## src/rtl/clk_period_monitor.sv

```systemverilog
// Measures rise-to-rise period and high time of an asynchronous clock/strobe in clk cycles,
// flagging out-of-tolerance periods and loss of toggling. Results are held until handshaked.
module clk_period_monitor #(
  parameter int CNT_W       = 16,
  parameter int SYNC_STAGES = 2,
  parameter int TIMEOUT     = 1024
) (
  input  logic             clk,
  input  logic             rst,
  input  logic             en,
  input  logic             mon_in,
  input  logic [CNT_W-1:0] exp_period,
  input  logic [CNT_W-1:0] tol,
  output logic [CNT_W-1:0] period,
  output logic [CNT_W-1:0] high_time,
  output logic             meas_valid,
  input  logic             meas_ready,
  output logic             mismatch,
  output logic             timeout
);

  localparam logic [CNT_W-1:0] TIMEOUT_CNT = CNT_W'(TIMEOUT);

  typedef enum logic [1:0] {IDLE, ARM, MEASURE, HOLD} state_t;

  state_t                 state;
  logic [SYNC_STAGES-1:0] sync_p0;
  logic [SYNC_STAGES-1:0] prime_p0;
  logic                   ms;
  logic                   ms_d;
  logic                   rise;
  logic                   primed;
  logic                   lo_seen;
  logic [CNT_W-1:0]       cnt;
  logic [CNT_W-1:0]       hcnt;

  function automatic logic [CNT_W-1:0] sat_inc(input logic [CNT_W-1:0] v, input logic inc);
    if (inc && (v != '1))
      return v + CNT_W'(1);
    return v;
  endfunction

  function automatic logic out_of_tol(input logic [CNT_W-1:0] meas,
                                      input logic [CNT_W-1:0] expv,
                                      input logic [CNT_W-1:0] t);
    logic signed [CNT_W:0] d;
    logic        [CNT_W:0] mag;
    d   = $signed({1'b0, meas}) - $signed({1'b0, expv});
    mag = d[CNT_W] ? $unsigned(-d) : $unsigned(d);
    return mag > {1'b0, t};
  endfunction

  assign ms     = sync_p0[SYNC_STAGES-1];
  assign rise   = ms & ~ms_d;
  // Synchronizer contents are reset zeros until filled, so they must not count as a seen low.
  assign primed = prime_p0[SYNC_STAGES-1];

  always_ff @(posedge clk) begin
    if (rst) begin
      sync_p0    <= '0;
      prime_p0   <= '0;
      ms_d       <= 1'b0;
      state      <= IDLE;
      lo_seen    <= 1'b0;
      cnt        <= '0;
      hcnt       <= '0;
      period     <= '0;
      high_time  <= '0;
      meas_valid <= 1'b0;
      mismatch   <= 1'b0;
      timeout    <= 1'b0;
    end else begin
      sync_p0  <= {sync_p0[SYNC_STAGES-2:0], mon_in};
      prime_p0 <= {prime_p0[SYNC_STAGES-2:0], 1'b1};
      ms_d     <= ms;
      case (state)
        IDLE: begin
          if (en) begin
            lo_seen <= 1'b0;
            state   <= ARM;
          end
        end
        ARM: begin
          if (!en) begin
            state <= IDLE;
          end else begin
            if (primed && !ms)
              lo_seen <= 1'b1;
            if (rise && lo_seen) begin
              cnt   <= CNT_W'(1);
              hcnt  <= CNT_W'(1);
              state <= MEASURE;
            end
          end
        end
        MEASURE: begin
          if (!en) begin
            state <= IDLE;
          end else if (rise) begin
            period     <= cnt;
            high_time  <= hcnt;
            timeout    <= 1'b0;
            mismatch   <= out_of_tol(cnt, exp_period, tol);
            meas_valid <= 1'b1;
            state      <= HOLD;
          end else if (cnt == TIMEOUT_CNT) begin
            period     <= '0;
            high_time  <= '0;
            timeout    <= 1'b1;
            mismatch   <= 1'b1;
            meas_valid <= 1'b1;
            state      <= HOLD;
          end else begin
            cnt  <= sat_inc(cnt, 1'b1);
            hcnt <= sat_inc(hcnt, ms);
          end
        end
        HOLD: begin
          if (meas_ready) begin
            meas_valid <= 1'b0;
            lo_seen    <= 1'b0;
            state      <= en ? ARM : IDLE;
          end
        end
        default: state <= IDLE;
      endcase
    end
  end

endmodule
```

## config.mk

```make
export PLATFORM = sky130hd
export DESIGN_NAME = clk_period_monitor
export DESIGN_NICKNAME = d
export VERILOG_FILES = /design/src/rtl/clk_period_monitor.sv
export SDC_FILE = /design/constraint.sdc
export NUM_CORES = 1
export LEC_CHECK = 0
export CAP_MARGIN = 30
export CORE_MARGIN = 5
export CORE_UTILIZATION = 25
export DETAILED_ROUTE_END_ITERATION = 10
export GPL_ROUTABILITY_DRIVEN = 0
export GPL_TIMING_DRIVEN = 0
export REMOVE_ABC_BUFFERS = 1
export SYNTH_ARGS = -nofsm -noshare
export SYNTH_HDL_FRONTEND = slang
export SYNTH_SLANG_ARGS = --single-unit
export TNS_END_PERCENT = 1
```

## constraint.sdc

```tcl
create_clock -name clk -period 15.9 [get_ports clk]
set_clock_uncertainty 0.15 [all_clocks]
set_input_delay 3.975 -clock clk [delete_from_list [all_inputs] [get_ports clk]]
set_output_delay 3.975 -clock clk [all_outputs]
set_load 0.1 [all_outputs]
```

After elaboration in Yosys (flattened, before gate mapping)
Cells that the tools add are included.

Logic and storage cells: 105. Flip-flop bits (word level): 75. Output and inout bits: 35. Input bits: 37.

Eq/ne operators: 19. Reduce and logical (&&, ||, !) cells: 15. Magnitude comparators: 1. Mux-type cells: 51. Bitwise logic cells: 2. Add/subtract/negate cells: 4.

Operator list (number): $mux W16 (15); $pmux W16 S2 (2); $add A16 B1 Y16 const B (2); $ne A16 B16 Y1 const B (2); $mux W1 (23); $ne A2 B2 Y1 const B (10); $gt A17 B16 Y1 (1); $mux W17 (1); $neg A17 Y17 (1); $sub A16 B16 Y17 (1); $eq A16 B11 Y1 const B (1); $mux W2 (7); $reduce_and A7 Y1 (2); $pmux W2 S4 (1); $reduce_and A4 Y1 (2); $ne A3 B3 Y1 const B (2); $reduce_bool A2 Y1 (3); $reduce_and A5 Y1 (1); $eq A2 B2 Y1 const B (2); $ne A4 B4 Y1 const B (1); $logic_and A1 B1 Y1 (3); $pmux W1 S3 (1); $reduce_and A3 Y1 (1); $reduce_bool A3 Y1 (1); 6 further kinds (6).

Logic depth before layout (Yosys ltp)
Depth after elaboration: 13. Mapped depth: 23. Depth with buffers taken out: 22.

Least setup slack after synthesis
Ideal clock, no wire load.

Kind: input port to flip-flop. Start point: input port exp_period[0]. End point: register mismatch. Library setup time: 0.136 ns. Data arrival time: 7.535 ns. Setup slack: 8.079 ns. Buffers on the path: 0. Cell stages on the path: 21. Required time: 15.614 ns. Path through: ha_1 > fa_1 > nor2b_4 > o211ai_1 > a211oi_1 > o41ai_1 > o21ai_1 > nand3_1 > nand2_1 > nor2_1 > xnor2_1 > ha_1 > a21o_1 > a21o_1 > a21oi_1 > o211ai_1 > a221o_1 > a221oi_1 > a41oi_1 > nor2b_1 > a221oi_2.

Cells in the longest elaborated chain, start to end: 5.

RTL lines: start, declared (line 12) `input logic [CNT_W-1:0] exp_period,`; $sub A16 B16 Y17 (*) (line 48) `d = $signed({1'b0, meas}) - $signed({1'b0, expv});`; $neg A17 Y17 (line 49) `mag = d[CNT_W] ? $unsigned(-d) : $unsigned(d);`; $mux W17 (*) (line 49); $gt A17 B16 Y1 (*) (line 50) `return mag > {1'b0, t};`; $mux W1 (*) (line 99) `end else if (rise) begin`; end signal, assigned (line 103) `mismatch <= out_of_tol(cnt, exp_period, tol);`; end, declared (line 18) `output logic mismatch,`.

Every way passes the cells marked *; elsewhere a longest branch is shown, timed or not. A chain may end at the register's enable or synchronous reset.

Final worst setup path
Same ends and word-level chain as after synthesis.

==> flow_summary.yaml <==
critical_path:
  path_max_fanout: 7
  path_class: "primary input to register"
  required_ps: 15910
  critPathSlowestCell: "fa_1"
  critPathLaunchType: "primary input"
  cp_top_family: "compound AO/OA/AOI/OAI gates"
  crit_chain: "clkdlybuf4s50_1 > ha_1 > fa_1 > nor2b_4 > o211ai_1 > a211oi_1 > o41ai_1 > o21ai_1 > nand3_1 > nand2_1 > nor2_1 > xnor2_1 > ha_1 > a21o_1 > a21o_1 > a21oi_1 > o211ai_1 > a221o_1 > a221oi_1 > a41oi_1 > nor2b_1 > a221oi_2"
  crit_buf_inv: 1
  critical_path.max_stage_delay_ps: 450
  endpoint_kind: "register"
  crit_arrival_ps: 8550
placement:
  portBuffers: 71
  dpl.hpwl_mm: 8.64
routing:
  first_iter_violations: 156
  dr.pass1.iters: 4
  antenna_left: 0
  wirelength_mm: 11.4
  num_vias: 3903
  wl_per_cell_um: 13.6
  drc: 0
  viasPerCell: 4.65
global_route:
  grt_max_degree: 48
  grt_pass1_vias: 3825
  grt_pass1_wl_mm: 19.0
  grtUsageTotal_pct: 11.2
  grt_overflow: 0
  antenna_found_initial: 0
synthesis:
  yosysWarnings: 0
  synth_top_area_share_pct: 33.7
  synthCells: 539
  yosysUniqueCellTypes: 56
  synthTopCellsByArea: "dfxtp_1, ha_1, nor2_1"
  seq_area_frac_synth_pct: 33.7
  dominantRegCellSynth: "dfxtp_1"
  synth_top_area_cell: "dfxtp_1"
  syn_area_per_cell_um2: 8.27
  ys_ff_latch: 75
  syn-cell-area_um2: 4460
  synth_edf_count: 0
  async_flop_share_pct: 0
finish:
  multi_input_area_um2: 2740
  area_delta_synth_final_pct: 30.1
  layout-drive-gt1-share_pct: 5.86
  diodes: 0
  fill_cells: 1846
  final_cell_mix: "nor2_1, dfxtp_1, clkdlybuf4s50_1"
  fin_nets: 683
  seqCellArea_um2: 1500
  final_common_cell: "nor2_1"
timing:
  rsz0062_at_grt: "no"
  relSlewSlack_pct: 32.0
  fin_setup_tns_ps: 0
  fin_hold_ws_ps: 284
  worstMarginPinSlew_ps: 1020
  fmax_ghz: 0.117
  drv_slew: 0
  setup_viol: 0
  hold_viol: 0
  min_period_ps: 8540
  finalCritPeriodShare_pct: 53.7
power:
  ir_worst_vdd_uv: 65.9
  p_leak_nw: 2.25
  powerDensity_nw_per_um2: 77.5
floorplanning:
  fp-row-count: 48
  start_util_pct: 25.6
  core_area_um2: 17400
  dieHeight_um: 144
  dieArea_um2: 20600
  dieWidth_um: 144
  io_pins: 72
clock_tree:
  root_buffer: "clkbuf_16"
  hold_buffers: 0
  cts_resized: 0
  cts_tree: "done"
  clock_sinks: 75
  insertion_delay_ps: 320
  htree_levels: 3
  cts_buffer_depth: 2
  postCtsSetupRepairBufs: 0
  cts_made_buffers: 9
  path_clk_slew_ps: 60
run_status:
  status: "finished, final reports clean"
worst_hold_path:
  hold_path_class: "register to register"
job:
  maxCapViolCount: 0
==> sequential cells by signal, indices dropped and copies added, names as in the netlist <==
| signal | flops |
|---|---|
| cnt | 16 |
| ms_d | 1 |
| mismatch | 1 |
| sync_p0 | 2 |
| prime_p0 | 2 |
| state | 2 |
| timeout | 1 |
| meas_valid | 1 |
| period | 16 |
| high_time | 16 |
| lo_seen | 1 |
| hcnt | 16 |
==> cell usage after synthesis (7+ instances only) <==
master,instances
nor2_1,84
dfxtp_1,75
inv_1,40
ha_1,36
a22oi_1,33
nand2_1,29
a21oi_1,25
xor2_1,25
xnor2_1,24
nand3_1,14
clkbuf_1,13
o21ai_0,13
nand4_1,12
nor3_1,11
and3_1,9
a21o_1,8
o21ai_1,7
==> through the flow <==
stage | utilization [%] | instance area [um^2] | worst slack [ps] | instances | power (mW)
finish | 33.3 | 5800 | 7360 | 839 | 0.449
floorplan | - | 4380 | 8070 | 522 | 0.220
global placement | 30.9 | 5380 | 6920 | 818 | 0.237
global route | 33.3 | 5800 | 6940 | 839 | 0.469
detailed placement | 31.5 | 5480 | 6970 | 823 | 0.238
CTS | 33.3 | 5800 | 7300 | 839 | 0.455
==> path summary, 6_finish.rpt <==
check,slack [ps],from,cells after the start,end
max,7360,exp_period[0],22,mismatch
min,280,sync_p0[0],1,sync_p0[1]
max reg2reg,10960,cnt[0],22,mismatch
min reg2reg,280,sync_p0[0],1,sync_p0[1]
==> layer usage <==
metal  vias to the layer above  wire length (um)  track usage (%)
li1                       2047                 -                -
met1                      1781              5660             15.3
met2                        68              5060             18.2
met3                         7               639             2.93
met4                         0                66             2.13
met5                         -                 0                0
==> cell families (layout without fill, tap and decap cells) <==
family / Yosys count / after routing / share of synthesized area [%]
and+or+nand+nor: 200 / 200 / 22.3
adders and majority gates: 37 / 37 / 10.6
buffers and inverters: 58 / 133 / 5.08
DFF: 75 / 75 / 33.7
AOI/OAI and AO/OA: 120 / 120 / 18.7
xor gates and xnor gates: 49 / 49 / 9.63
==> layout make-up <==
| cell class | instances | area share [%] |
|---|---|---|
| well taps | 225 | 4.86 |
| flip-flops and latches | 75 | 25.9 |
| clock inverters | 7 | 1.58 |
| repair buffers | 76 | 13.9 |
| multi-input cells | 406 | 47.2 |
| inverters | 41 | 2.66 |
| clock buffers | 9 | 3.89 |
==> worst reg2reg max path: stages, from the launching register on <==
cell      delay, ps
dfxtp_1         410
inv_1           100
ha_1            210
fa_1            450
nor2b_4         160
o211ai_1        100
a211oi_1        340
o41ai_1         180
o21ai_1         230
nand3_1         120
nand2_1         220
nor2_1           90
xnor2_1         130
ha_1            300
a21o_1          180
a21o_1          170
a21oi_1         150
o211ai_1        120
a221o_1         360
a221oi_1        280
a41oi_1         110
nor2b_1         170
a221oi_2         70
==> report_power, final <==
part	switching, mW	internal (mW)	total [mW]
logic	0.0225	0.0221	0.0446
registers	0.000460	0.189	0.189
clock network	0.0783	0.137	0.215
total	0.101	0.348	0.449
(Power assumes the default switching activity.)
==> variant (same flow settings) <==
`SYNC_STAGES`: 2 -> 4.
--- a/src/rtl/clk_period_monitor.sv
+++ b/src/rtl/clk_period_monitor.sv
@@ -2,7 +2,7 @@
 // flagging out-of-tolerance periods and loss of toggling. Results are held until handshaked.
 module clk_period_monitor #(
   parameter int CNT_W       = 16,
-  parameter int SYNC_STAGES = 2,
+  parameter int SYNC_STAGES = 4,
   parameter int TIMEOUT     = 1024
 ) (
   input  logic             clk,
Formal check against the unedited RTL: not equivalent (a bounded check fails within 10 cycles, from zero or initial values and one cycle with rst high).
==> variant against the original RTL <==
  * Die area is 7.5% higher
  * Utilization decreased by 0.33 points
  * Count of clock-buffer cells in the layout rose by 2
  * Area after synthesis up 8.1%
  * Worst setup slack got worse by 58 ps
  * Non-clock buffer count increased by 1
  * Wire length grew 4.9%
  * Power up 1.2%
  * Combinational power increased by 4%
  * Global-route usage decreased by 0.26 points
  * Sequential cell count grew 4
  * Final area grew 7.0%
  * Critical path type unchanged
  * Largest cell class unchanged
==> variant: results (changes against the original RTL) <==
Yosys
  • Yosys cell types: 65 (+16%)
  • Post-Synthesis Cells: 577 (+7.1%)
  • Synth top area cells: dfxtp_1 (33%), ha_1 (9.4%), nor2_1 (6.9%)
  • Register area share after synthesis: 0.328 (-0.00850)

Setup path
  • CP arrival: 8610 ps (+60 ps)
  • R2R depth: 19 (-14%)
  • Critical Path Fanout Max: 9 (+2)
  • Slowest cell on crit path: a221oi_1
  • R2R setup slack: 10,850 ps (-110 ps)

Timing
  • Slew at the pin closest to its max-slew limit: 1000 ps (-13.6 ps)
  • Fin worst setup slack: 7310 ps (-58.0 ps)
  • Hold_ws: 284 ps (-0.512 ps)

Layout
  • Comb_multi_in: 427 (+5.2%)
  • Multi-input combinational area share: 0.477 (+0.00526)
  • Non-clk bufs: 77 (+1.3%)
  • Sequential cell area: 1580 um^2 (+5.3%)
  • FILL cells: 1,979 (+7.2%)
  • Layout clock buffer count: 11 (+2)
  • Final core utilization: 0.329 (-0.00332)
  • Share of layout cells above drive strength 1: 0.0634 (+0.00474)
  • Final nets: 716 (+4.8%)
  • Clock network share of area: 0.0498 (-0.00480)
  • Signal buf overhead: 0.136 (-0.00269)

Global routing
  • GR Util met3: 0.0304 (+0.00110)
  • First-pass GRT wire length: 19,900 um (+4.9%)
  • Met1 Use GR: 0.144 (-0.00919)
  • All-layer global routing usage: 0.110 (-0.00260)

Detailed routing
  • Final WL: 12,000 um (+4.9%)
  • Wire per inst: 13.2 um (-3.0%)
  • Met1 wire length: 5560 um (-1.8%)
  • Routed wl met2: 5520 um (+9.1%)
  • Vias/cell: 4.57 (-1.7%)

Min path
  • Min-delay src: sync_p0[1]$_SDFF_PP0_
  • Hold Path Sink: sync_p0[2]$_SDFF_PP0_

Power
  • Leakage: 2.48 nW (+10%)
  • Worst IR drop on VDD: 0.0000609 V (-7.6%)
  • Switching Fraction: 0.227 (+0.00173)

Placement
  • Worst slack, placed: 6950 ps (-24.5 ps)
  • Placed insts: 890 (+8.1%)
  • DP HPWL: 9160 um (+6.0%)
  • Placed cell areas: 5870 um^2 (+7.1%)

Clock network
  • Clk_lat worst skew: about 330 ps
  • Clk sinks: 79 (+5.3%)

Run status
  • Outcome: finished, final reports clean
## variant: changes by cell type in the layout (fill, tap and decap cells not counted), sizes merged, moves of 5 or more
cell,delta
nor2b,+9
a21oi,-7
nand3,+7
inv,+6
xor2,+6
a221oi,+5
nor2,+5
o21ai,-5
## variant: cell families (layout without fill, tap and decap cells)
group	count (synthesis)	count (layout)	share of synthesized area
flops	79	79	0.328
mux	3	3	0.00650
simple gates	217	217	0.224
fa+ha+maj	37	37	0.0977
buf+inv	71	141	0.0572
xor+xnor	51	51	0.0928
compound gates	119	119	0.194
## variant: power groups by stage
| stage | combinational, mW | clock, mW | sequential (mW) |
|---|---|---|---|
| 3_3_place_gp | 0.0458 | 0 | 0.204 |
| 3_5_place_dp | 0.0467 | 0 | 0.204 |
| 5_1_grt | 0.0524 | 0.224 | 0.199 |
| 6_report | 0.0463 | 0.209 | 0.199 |
| 4_1_cts | 0.0470 | 0.216 | 0.199 |
| 2_1_floorplan | 0.0282 | 0 | 0.203 |
